[config.mk]
export PLATFORM = sky130hd
export DESIGN_NAME = instr_prefetch_buffer
export DESIGN_NICKNAME = d
export VERILOG_FILES = /design/src/rtl/fetch_pkg.sv /design/src/rtl/sync_fifo.sv /design/src/rtl/instr_prefetch_buffer.sv
export SDC_FILE = /design/constraint.sdc
export NUM_CORES = 1
export LEC_CHECK = 0
export BUFFER_PORTS_ARGS = -buffer_cell sky130_fd_sc_hd__buf_2
export CORE_MARGIN = 3
export CORE_UTILIZATION = 55
export CTS_CLUSTER_DIAMETER = 120
export DETAILED_ROUTE_END_ITERATION = 6
export PLACE_DENSITY = 0.82
export SLEW_MARGIN = 20
export SYNTH_ARGS = -nofsm -noshare
export SYNTH_HDL_FRONTEND = slang
export SYNTH_SLANG_ARGS = --single-unit
[constraint.sdc]
create_clock -name clk -period 8.4 [get_ports clk]
set_input_delay 1.26 -clock clk [delete_from_list [all_inputs] [get_ports clk]]
set_output_delay 1.26 -clock clk [all_outputs]
set_load 0.01 [all_outputs]
[src/rtl/fetch_pkg.sv]
// Shared constants and types for the instruction prefetch front-end.
// Holds the fetch FSM encoding, default geometry and the buffered entry layout.
package fetch_pkg;

    localparam int          DEPTH_DEFAULT    = 4;
    localparam logic [31:0] RESET_PC_DEFAULT = 32'h8000_0000;
    localparam logic [31:0] NOP              = 32'h0000_0013;

    localparam logic [0:0] ST_FETCH   = 1'b0;
    localparam logic [0:0] ST_DISCARD = 1'b1;

    typedef struct packed {
        logic [31:0] data;
        logic [31:0] pc;
    } fetch_entry_t;

    function automatic logic [31:0] word_align(input logic [31:0] addr);
        return {addr[31:2], 2'b00};
    endfunction

endpackage

[src/rtl/sync_fifo.sv]
// Single-clock FIFO with flush; count, full and empty are registered.
// The head word is read combinationally so a push is visible on the next cycle.
module sync_fifo #(
    parameter int WIDTH = 64,
    parameter int DEPTH = 4
) (
    input  logic                     clk,
    input  logic                     srst,
    input  logic                     push,
    input  logic [WIDTH-1:0]         wdata,
    input  logic                     pop,
    input  logic                     flush,
    output logic [WIDTH-1:0]         rdata,
    output logic [$clog2(DEPTH):0]   count,
    output logic                     full,
    output logic                     empty
);

    localparam int AW = $clog2(DEPTH);
    localparam int CW = AW + 1;
    localparam logic [CW-1:0] FULL_COUNT = CW'(DEPTH);

    logic [WIDTH-1:0] mem_reg [DEPTH];
    logic [AW-1:0]    wr_ptr_reg, wr_ptr_next;
    logic [AW-1:0]    rd_ptr_reg, rd_ptr_next;
    logic [CW-1:0]    count_reg, count_next;
    logic             full_reg, empty_reg;
    logic             do_push, do_pop;

    assign do_push = push && !full_reg;
    assign do_pop  = pop && !empty_reg;

    always_comb begin
        wr_ptr_next = wr_ptr_reg;
        rd_ptr_next = rd_ptr_reg;
        count_next  = count_reg;
        if (flush) begin
            wr_ptr_next = '0;
            rd_ptr_next = '0;
            count_next  = '0;
        end else begin
            if (do_push) wr_ptr_next = wr_ptr_reg + 1'b1;
            if (do_pop)  rd_ptr_next = rd_ptr_reg + 1'b1;
            if (do_push && !do_pop)      count_next = count_reg + 1'b1;
            else if (do_pop && !do_push) count_next = count_reg - 1'b1;
        end
    end

    always_ff @(posedge clk) begin
        if (srst) begin
            wr_ptr_reg <= '0;
            rd_ptr_reg <= '0;
            count_reg  <= '0;
            full_reg   <= 1'b0;
            empty_reg  <= 1'b1;
        end else begin
            wr_ptr_reg <= wr_ptr_next;
            rd_ptr_reg <= rd_ptr_next;
            count_reg  <= count_next;
            full_reg   <= (count_next == FULL_COUNT);
            empty_reg  <= (count_next == '0);
        end
    end

    // Storage needs no reset; validity is tracked entirely by the pointers.
    always_ff @(posedge clk) begin
        if (do_push && !flush) mem_reg[wr_ptr_reg] <= wdata;
    end

    assign rdata = mem_reg[rd_ptr_reg];
    assign count = count_reg;
    assign full  = full_reg;
    assign empty = empty_reg;

endmodule

[src/rtl/instr_prefetch_buffer.sv]
// Sequential instruction prefetcher: issues word reads on the native bus and
// queues {instruction, pc} pairs for decode; redirects flush and restart fetch.
module instr_prefetch_buffer
    import fetch_pkg::*;
#(
    parameter int          DEPTH    = DEPTH_DEFAULT,
    parameter logic [31:0] RESET_PC = RESET_PC_DEFAULT
) (
    input  logic                     clk,
    input  logic                     rst,
    output logic                     mem_valid,
    input  logic                     mem_ready,
    output logic [31:0]              mem_addr,
    output logic [31:0]              mem_wdata,
    output logic [3:0]               mem_wstrb,
    input  logic [31:0]              mem_rdata,
    output logic                     instr_valid,
    input  logic                     instr_ready,
    output logic [31:0]              instr_data,
    output logic [31:0]              instr_pc,
    input  logic                     redirect_valid,
    input  logic [31:0]              redirect_pc,
    output logic [$clog2(DEPTH):0]   fifo_count
);

    logic [0:0]   state_reg, state_next;
    logic [31:0]  pc_reg, pc_next;
    logic [31:0]  hold_addr_reg, hold_addr_next;

    logic         fifo_push, fifo_pop, fifo_full, fifo_empty;
    fetch_entry_t push_entry, head_entry;
    logic [63:0]  head_bits;

    // Issue only with a guaranteed free slot; in DISCARD the old request is held.
    assign mem_valid = !rst && ((state_reg == ST_DISCARD) || !fifo_full);
    assign mem_addr  = (state_reg == ST_DISCARD) ? hold_addr_reg : pc_reg;
    assign mem_wdata = '0;
    assign mem_wstrb = '0;

    assign fifo_push  = (state_reg == ST_FETCH) && mem_valid && mem_ready && !redirect_valid;
    assign fifo_pop   = instr_valid && instr_ready && !redirect_valid;
    assign push_entry = '{data: mem_rdata, pc: pc_reg};

    sync_fifo #(
        .WIDTH (64),
        .DEPTH (DEPTH)
    ) u_fifo (
        .clk   (clk),
        .srst  (rst),
        .push  (fifo_push),
        .wdata (push_entry),
        .pop   (fifo_pop),
        .flush (redirect_valid),
        .rdata (head_bits),
        .count (fifo_count),
        .full  (fifo_full),
        .empty (fifo_empty)
    );

    assign head_entry  = fetch_entry_t'(head_bits);
    assign instr_valid = !fifo_empty;
    assign instr_data  = fifo_empty ? 32'h0 : head_entry.data;
    assign instr_pc    = fifo_empty ? 32'h0 : head_entry.pc;

    always_comb begin
        state_next     = state_reg;
        pc_next        = pc_reg;
        hold_addr_next = hold_addr_reg;
        case (state_reg)
            ST_FETCH: begin
                if (redirect_valid) begin
                    pc_next = word_align(redirect_pc);
                    if (mem_valid && !mem_ready) begin
                        state_next     = ST_DISCARD;
                        hold_addr_next = pc_reg;
                    end
                end else if (mem_valid && mem_ready) begin
                    pc_next = pc_reg + 32'd4;
                end
            end
            ST_DISCARD: begin
                // The held beat is dropped; a late redirect only retargets pc.
                if (redirect_valid) pc_next = word_align(redirect_pc);
                if (mem_ready)      state_next = ST_FETCH;
            end
            default: state_next = ST_FETCH;
        endcase
    end

    always_ff @(posedge clk) begin
        if (rst) begin
            state_reg     <= ST_FETCH;
            pc_reg        <= RESET_PC;
            hold_addr_reg <= RESET_PC;
        end else begin
            state_reg     <= state_next;
            pc_reg        <= pc_next;
            hold_addr_reg <= hold_addr_next;
        end
    end

endmodule

==> results.py <==
metrics = {
    "outcome": {
        "status": "finished clean",
    },
    "setup_path": {
        "cp.required_ns": 7.14,
        "cp_top_family": "buffers and inverters",
        "path_depth": 4,
        "critPathLaunchType": "register",
        "critical_path_arrival_ns": 2.97,
        "path_cells": "buf_4, mux4_2, and2_1, buf_2",
        "cp_slowest_cell": "buf_4",
        "cp_num_buf_inv": 2,
        "reg2regPathDepth": 2,
        "path_max_fanout": 46,
        "crit_path_max_incr_delay_ns": 0.80,
        "worstSetupPathType": "reg2out",
        "endpoint_kind": "primary output",
    },
    "clock_tree": {
        "cts.sinks": 320,
        "path_clk_slew_ns": 0.06,
        "clock_latency_ns": 0.56,
        "postCtsSetupBuffers": 0,
        "cts_hold_buf": 0,
        "cts_inserted_buffers": 31,
        "clockRootBuffer": "clkbuf_16",
        "h-tree-depth": 1,
        "cts_tree": "done",
        "cts.repair.resized": 0,
        "clockBufferDepth": 3,
    },
    "sta": {
        "setup_violations": 0,
        "hold_viol": 0,
        "report.final.slew_viol_count": 0,
        "final.setup_skew_ns": 0.0159,
        "timing.fmax_mhz": 236,
        "setup_slack_ns": 4.17,
        "rsz0062_at_grt": "no",
        "relSlewSlack_pct": 29.7,
        "worst_slew_pin_slew_ns": 1.05,
        "layout_min_cycle_time_ns": 4.23,
        "finalCritPeriodShare_pct": 50.4,
        "setup-tns-final_ns": 0,
    },
    "placement": {
        "routabilityCongestion": 0.835,
        "dp.cells": 1317,
        "pre_cts_slack_ns": 4.66,
        "port_buffers": 163,
        "placed_area_sq_mm": 0.0143,
        "place_hpwl_um": 16300,
    },
    "detailed_routing": {
        "vias": 7709,
        "routed_via_density": 5.60,
        "drc": 0,
        "wl_per_cell_um": 20.1,
        "drt_pre_antenna_iters": 5,
        "finalWirelength_um": 27700,
        "ant_nets": 0,
        "drtIter0Drc": 604,
    },
    "synthesis": {
        "ys_seq_area_share_pct": 66.5,
        "synth_async_sr_flop_share_pct": 0,
        "synth_area_leaders": "edfxtp_1 56%, dfxtp_1 11%, mux4_2 10%, and2_1 2.9%, mux2_2 2.4%",
        "ys.warnings.count": 0,
        "synth_area_sq_mm": 0.0134,
        "synthCells": 881,
        "ys_ff_latch": 320,
        "synth_largest_area_cell": "edfxtp_1",
        "ys_types": 54,
        "synth_top_area_share_pct": 55.7,
        "synth_area_per_cell_sq_um": 15.2,
        "ys.flop_type": "edfxtp_1",
        "synth-edff-count": 248,
    },
    "power_and_ir_drop": {
        "ir_worst_vdd_uv": 160,
        "leakage_nw": 5.47,
        "power.density_mw_per_mm2": 218,
        "total_power_mw": 3.35,
    },
    "hold_path": {
        "min_path_type": "reg2reg",
        "min_path_cells": 2,
    },
    "layout": {
        "n_antenna_cell": 0,
        "final_cell_mix": "248 x edfxtp_1, 163 x buf_2, 69 x dfxtp_1",
        "largest_reg_flops": 248,
        "final-seq-area_sq_mm": 0.00890,
        "synthToLayoutAreaGrowth_pct": 14.9,
        "nets": 1108,
        "instances_no_fill": 1376,
        "drive_gt1_share_pct": 30.7,
        "final_cell_area_sq_mm": 0.0154,
        "final_common_cell": "edfxtp_1",
        "fillers": 1725,
        "multi_input_area_sq_mm": 0.00412,
    },
    "die": {
        "start_util_pct": 56.4,
        "die_x_um": 162,
        "dieArea_sq_mm": 0.0262,
        "die_h_um": 162,
        "num_rows": 56,
        "io_pins": 206,
        "core_sq_mm": 0.0237,
    },
    "global_route": {
        "grt_use_met3_pct": 3.80,
        "grt_max_degree": 67,
        "met2_usage_pct": 36.0,
        "met1_usage_pct": 28.3,
        "grt_pass1_wl_um": 43400,
        "antenna_found_initial": 0,
        "overflow": 0,
        "grt_pass1_vias": 7869,
        "grt_usage_pct": 21.1,
        "busiest_layer": "met2",
    },
    "flow_run": {
        "maxCapViolCount": 0,
    },
}
==> routing by layer <==
layer,wire length (um),vias up
met2,14100,296
met1,11100,3837
li1,-,3534
met3,1940,42
met5,0,-
met4,535,0
==> kinds of logic after synthesis <==
kind of cell	synth area share (%)
AND/OR/NAND/NOR	10.4
multiplexers	12.9
XOR/XNOR	1.51
flip-flops	66.5
AO/OA/AOI/OAI	3.93
other	0.0281
adder cells (fa/ha/maj)	0.655
buffers and inverters	4.09
==> through the flow <==
| stage | util [%] | hold slack [ns] |
|---|---|---|
| 5_1_grt | 64.8 | 0.493 |
| 4_1_cts | 64.8 | 0.476 |
| 6_report | 64.8 | 0.476 |
| 3_3_place_gp | 60.4 | 0.455 |
| 3_5_place_dp | 60.4 | 0.463 |
| 2_1_floorplan | - | 0.446 |
==> cells in the mapped netlist, drive strengths merged, types with 11 or more instances <==
cell type	n
a21oi	14
xor2	16
nor3	12
mux2	28
mux4	62
nand4	11
edfxtp	248
a211oi	18
nand2	56
buf	53
clkbuf	36
dfxtp	72
inv	12
nand3	18
o21ai	36
and2	63
nor2	35
nand2b	30
==> final timing paths <==
path	slack [ns]	end	start
worst max register to register	5.47	u_fifo.mem_reg[2][16]	state_reg
worst max-delay path	4.17	instr_pc[30]	register
worst min-delay path	0.48	hold_addr_reg[3]	hold_addr_reg[3]
worst min register to register	0.48	hold_addr_reg[3]	hold_addr_reg[3]
==> report_power, final <==
part	internal, mW	leakage [nW]	switching, mW
clock	0.830	0.503	0.569
sequential	1.73	2.83	0.0388
combinational	0.0784	2.14	0.101
==> layout make-up <==
| type | instances | area share [%] |
|---|---|---|
| clock buffers | 37 | 5.20 |
| clock inverters | 21 | 1.52 |
| inverters | 12 | 0.293 |
| multi-input cells | 499 | 26.8 |
| flip-flops and latches | 320 | 58.0 |
| well taps | 319 | 2.60 |
| repair buffers | 168 | 5.60 |
==> worst reg2reg max path, stage by stage (launching register included) <==
cell and delay [ns]:
dfxtp_2 0.64, nor3b_1 0.87, and3_4 0.98
Power figures use the tool's default switching activity.
